[config.mk]
export PLATFORM = sky130hd
export DESIGN_NAME = uart_tx
export DESIGN_NICKNAME = d
export VERILOG_FILES = /design/src/rtl/uart_tx.sv
export SDC_FILE = /design/constraint.sdc
export NUM_CORES = 1
export LEC_CHECK = 0
export ABC_AREA = 0
export BUFFER_PORTS_ARGS = -buffer_cell sky130_fd_sc_hd__buf_2
export CAP_MARGIN = 25
export CORE_UTILIZATION = 25
export DETAILED_ROUTE_END_ITERATION = 10
export GPL_TIMING_DRIVEN = 0
export SLEW_MARGIN = 20
export SYNTH_ARGS = -nofsm -noshare
export SYNTH_HDL_FRONTEND = slang
export SYNTH_SLANG_ARGS = --single-unit
[constraint.sdc]
create_clock -name clk -period 3.1 [get_ports clk]
set_input_delay 0.465 -clock clk [delete_from_list [all_inputs] [get_ports clk]]
set_output_delay 0.465 -clock clk [all_outputs]
set_load 0.02 [all_outputs]
[src/rtl/uart_tx.sv]
// 8N1 UART transmitter with a small write FIFO in front of the shifter.
// Bytes are popped straight into the shifter, so back-to-back frames leave no idle gap.
module uart_tx #(
  parameter int CLKS_PER_BIT = 104,
  parameter int FIFO_DEPTH   = 4
) (
  input  logic                          clk,
  input  logic                          resetn,
  input  logic                          wr_valid,
  input  logic [7:0]                    wr_data,
  output logic                          wr_ready,
  output logic                          txd,
  output logic                          busy,
  output logic [$clog2(FIFO_DEPTH):0]   fifo_count
);

  localparam int CW = $clog2(CLKS_PER_BIT);
  localparam int PW = $clog2(FIFO_DEPTH);
  localparam logic [CW-1:0] BAUD_LAST  = CW'(CLKS_PER_BIT - 1);
  localparam logic [PW:0]   DEPTH_FULL = (PW + 1)'(FIFO_DEPTH);

  typedef enum logic [1:0] {
    IDLE  = 2'd0,
    START = 2'd1,
    DATA  = 2'd2,
    STOP  = 2'd3
  } state_t;

  state_t         state;
  logic [7:0]     mem [FIFO_DEPTH];
  logic [PW-1:0]  wr_ptr;
  logic [PW-1:0]  rd_ptr;
  logic [CW-1:0]  baud_cnt;
  logic [2:0]     bit_idx;
  logic [7:0]     shift;

  logic full;
  logic empty;
  logic push;
  logic pop;
  logic bit_done;

  // Handshake: a byte transfers on the rising edge where wr_valid && wr_ready;
  // wr_ready depends only on the FIFO fill level, never on wr_valid, and a
  // pop in the same cycle does not free a slot until the following cycle.
  assign full     = (fifo_count == DEPTH_FULL);
  assign empty    = (fifo_count == '0);
  assign wr_ready = !full;
  assign push     = wr_valid && wr_ready;
  assign bit_done = (baud_cnt == BAUD_LAST);
  assign pop      = !empty && ((state == IDLE) || ((state == STOP) && bit_done));
  assign busy     = (state != IDLE) || !empty;

  // Storage is not reset; only the pointers and count define what is valid.
  always_ff @(posedge clk) begin
    if (resetn && push) begin
      mem[wr_ptr] <= wr_data;
    end
  end

  always_ff @(posedge clk) begin
    if (!resetn) begin
      state      <= IDLE;
      txd        <= 1'b1;
      fifo_count <= '0;
      wr_ptr     <= '0;
      rd_ptr     <= '0;
      baud_cnt   <= '0;
      bit_idx    <= '0;
      shift      <= '0;
    end else begin
      if (push) begin
        wr_ptr <= wr_ptr + 1'b1;
      end
      if (pop) begin
        rd_ptr <= rd_ptr + 1'b1;
      end

      case ({push, pop})
        2'b10:   fifo_count <= fifo_count + 1'b1;
        2'b01:   fifo_count <= fifo_count - 1'b1;
        default: fifo_count <= fifo_count;
      endcase

      case (state)
        IDLE: begin
          txd <= 1'b1;
          if (pop) begin
            shift    <= mem[rd_ptr];
            txd      <= 1'b0;
            baud_cnt <= '0;
            bit_idx  <= '0;
            state    <= START;
          end
        end

        START: begin
          if (bit_done) begin
            baud_cnt <= '0;
            txd      <= shift[0];
            state    <= DATA;
          end else begin
            baud_cnt <= baud_cnt + 1'b1;
          end
        end

        DATA: begin
          if (bit_done) begin
            baud_cnt <= '0;
            if (bit_idx == 3'd7) begin
              txd   <= 1'b1;
              state <= STOP;
            end else begin
              // txd takes the next bit directly so it stays a clean register output
              shift   <= {1'b0, shift[7:1]};
              txd     <= shift[1];
              bit_idx <= bit_idx + 1'b1;
            end
          end else begin
            baud_cnt <= baud_cnt + 1'b1;
          end
        end

        STOP: begin
          if (bit_done) begin
            baud_cnt <= '0;
            if (pop) begin
              shift   <= mem[rd_ptr];
              txd     <= 1'b0;
              bit_idx <= '0;
              state   <= START;
            end else begin
              state <= IDLE;
            end
          end else begin
            baud_cnt <= baud_cnt + 1'b1;
          end
        end

        default: begin
          txd   <= 1'b1;
          state <= IDLE;
        end
      endcase
    end
  end

endmodule

==> impl_results.md <==
* Final WS setup at 0.450 ns
* Layout cells sized above 1 at 0.217
* TritonCTS buffer count at 9
* Clock Latency Late Sink at 0.33 ns
* Library cells used by synthesis at 48
* Cell taking the most area after synthesis: edfxtp_1
* Row count at 39
* Worst Path Max Fanout at 7
* CTS HTree Levels at 3
* Antenna diodes at 0
* Resize count post-CTS at 0
* Hold path start: wr_data[6]
* Synth top area share at 0.328
* Post-Synthesis Cells at 249
* Worst VDD drop at 389 uV
* Status: complete, no violations
* Drc violations at 0
* Maximum clock rate at 0.377 GHz
* Post-route setup TNS at 0 ns
* DR vias at 1933
* Starting DRT DRC Count at 88
* Max Cap Viol at 0
* Clock Pin Slew Worst Setup and Hold Paths at 0.06 ns
* Synth warn at 0
* Clock tree from TritonCTS: yes
* Critical path arrival at 2.90 ns
* Switching Share at 0.347
* Crit share post-route at 0.855
* Most common cell after layout, fill and taps aside: edfxtp_1
* Internal reg-to-reg setup slack at 0.45 ns
* Most used DFF post-synth: edfxtp_1
* Antenna violations before repair at 0
* Placer Congestion at 0.723
* CP Data Required Time at 3.35 ns
* Sequential fraction of the synthesis area at 0.532
* # clock sinks at 62
* Post-Route WL at 5730 um
* Largest cells by area after synthesis: edfxtp_1 (33%), dfxtp_1 (20%), mux4_2 (6.1%)
* Initial Util at 0.257
* R2r worst-path depth at 10
* CP startpoint kind: flop
* Drt wl/cell at 13.5 um
* Global route overflow at 0
* Root Buffer: clkbuf_16
* Most frequent cells in the layout: edfxtp_1 (32), dfxtp_1 (30), nand2_1 (27), buf_2 (20), ha_1 (14)
* Clk pwr share at 0.313
* Final-stage net count at 302
* Die Span Y at 110 um
* Number of global-route vias before repair at 1900
* Min cycle time layout at 2.65 ns
* Via density at 4.56
* Core area at 0.0114 mm2
* IO Port Bufs at 16
* Global Route Usage Sum at 0.104
* First-pass GRT wire length at 9450 um
* Hold buffers post-CTS at 0
* WHS Endpoint: mem[3][6]$_DFFE_PP_
* Drt pass-1 iters at 4
* Pre-CTS WS at 0.476 ns
* Final Hold Fails at 0
* Start point of the critical path: fifo_count[2]$_SDFFE_PN0P_
* Slew @ Worst Pin at 0.974 ns
* FF-to-FF Start: fifo_count[2]$_SDFFE_PN0P_
* RSZ-0062 raised after global routing: no
* Synthesized area at 0.00293 mm2
* Mapped Nets at 275
* Combinational power share at 0.322
* R2r endpoint: fifo_count[2]$_SDFFE_PN0P_
* Setup CP Type: reg2reg
* Pint at 0.00196 W
* CTS Buffer Depth at 2
* Util after Layout at 0.304
* Area Growth Syn to Fin at 18.4%
* Asr flop ratio synth at 0
* Final setup violation count at 0
* Total power at 0.00301 W
* Sw power at 0.00104 W
* Crit end category: flop
* Hold Path Depth at 1
* Die ar. at 0.0122 mm2
* Flops & latches, synth at 62
* Clock skew at 0.00581 ns
* Hold Path Class: in2reg
* Relative slew margins at 0.346
* Setup Fix Bufs, Post-CTS at 0
* Final Max Tran Viols at 0
* Hpwl dp at 3880 um
* Reg power frac at 0.365
* Largest net degree at the start of global routing at 14
* Die Width at 110 um
* Top Ports at 17
* P_leak at 1.27 nW
* Number of routed nets with antenna violations at 0
* Number of synthesized flops with an enable pin at 32
* Mapped Avg Cell Area at 11.8 um2
* Power per standard cell area at 866 mW/mm2
-- cell families after synthesis --
group,share of synthesized area
and+or+nand+nor,0.131
DFF,0.532
AOI/OAI and AO/OA,0.0968
buffers and inverters,0.0418
muxes,0.123
adders and majority gates,0.0666
xor gates and xnor gates,0.00896
-- power groups by stage --
stage          Clock (W)  Sequential, W  Combinational, W
5_1_grt         0.000999        0.00111           0.00107
4_1_cts         0.000957        0.00110          0.000978
3_5_place_dp           0        0.00111          0.000965
2_1_floorplan          0        0.00111          0.000720
3_3_place_gp           0        0.00111          0.000942
6_report        0.000941        0.00110          0.000969
-- sequential cells by signal (all words and copies together) (netlist names), named ones only --
signal and count:
mem 32, rd_ptr 2, shift 8, bit_idx 3
state 2, txd 1, baud_cnt 7, wr_ptr 2
fifo_count 3
-- worst max-delay path by stage --
stage,end,slack [ns]
after CTS,fifo_count[2]$_SDFFE_PN0P_,0.45
after global routing,fifo_count[2]$_SDFFE_PN0P_,0.27
final,fifo_count[2]$_SDFFE_PN0P_,0.45
after detailed placement,fifo_count[2]$_SDFFE_PN0P_,0.48
after global placement,fifo_count[2]$_SDFFE_PN0P_,0.52
after floorplan,fifo_count[2]$_SDFFE_PN0P_,0.43
-- final cells by class --
cell class	count	area, um2
Buffer	16	77.6
Inverter	12	45.0
Clock buffer	9	225
Sequential cell	62	1560
Multi-Input combinational cell	159	1250
Tap cell	143	179
Timing Repair Buffer	16	80.1
Clock inverter	7	56.3
Fill cell	1171	7950
-- metal layers --
layer | track usage | routed length [um] | vias to the layer above
met1 | 0.135 | 2780 | 919
li1 | - | - | 971
met2 | 0.165 | 2660 | 32
met4 | 0.0517 | 105 | 0
met5 | 0 | 0 | -
met3 | 0.0194 | 180 | 11
-- Yosys cell counts, types with 5 or more instances --
master    count
edfxtp_1     32
clkbuf_1      9
inv_1        12
o21ai_0      10
dfxtp_1      30
nor2_1       10
and3_1        6
a21oi_1      13
mux2_2        8
mux4_2        8
a31oi_1       5
nand2_1      27
ha_1         14
mux2i_1       9
-- critical path, stage by stage, from the launching register on --
cell	delay (ns)
dfxtp_1	0.41
or3b_2	0.48
and2_1	0.18
clkbuf_1	0.17
inv_1	0.12
ha_1	0.18
inv_1	0.06
fa_1	0.37
xor2_1	0.17
or3_1	0.30
a21oi_1	0.13
-- through the flow --
| stage | hold WS [ns] | area [um2] | std cells |
|---|---|---|---|
| 6_report | 0.348 | 3470 | 424 |
| 2_1_floorplan | 0.431 | 2930 | 249 |
| 4_1_cts | 0.343 | 3470 | 424 |
| 5_1_grt | 0.354 | 3470 | 424 |
| 3_3_place_gp | 0.442 | 3190 | 408 |
| 3_5_place_dp | 0.453 | 3190 | 408 |
(Power assumes the default switching activity.)
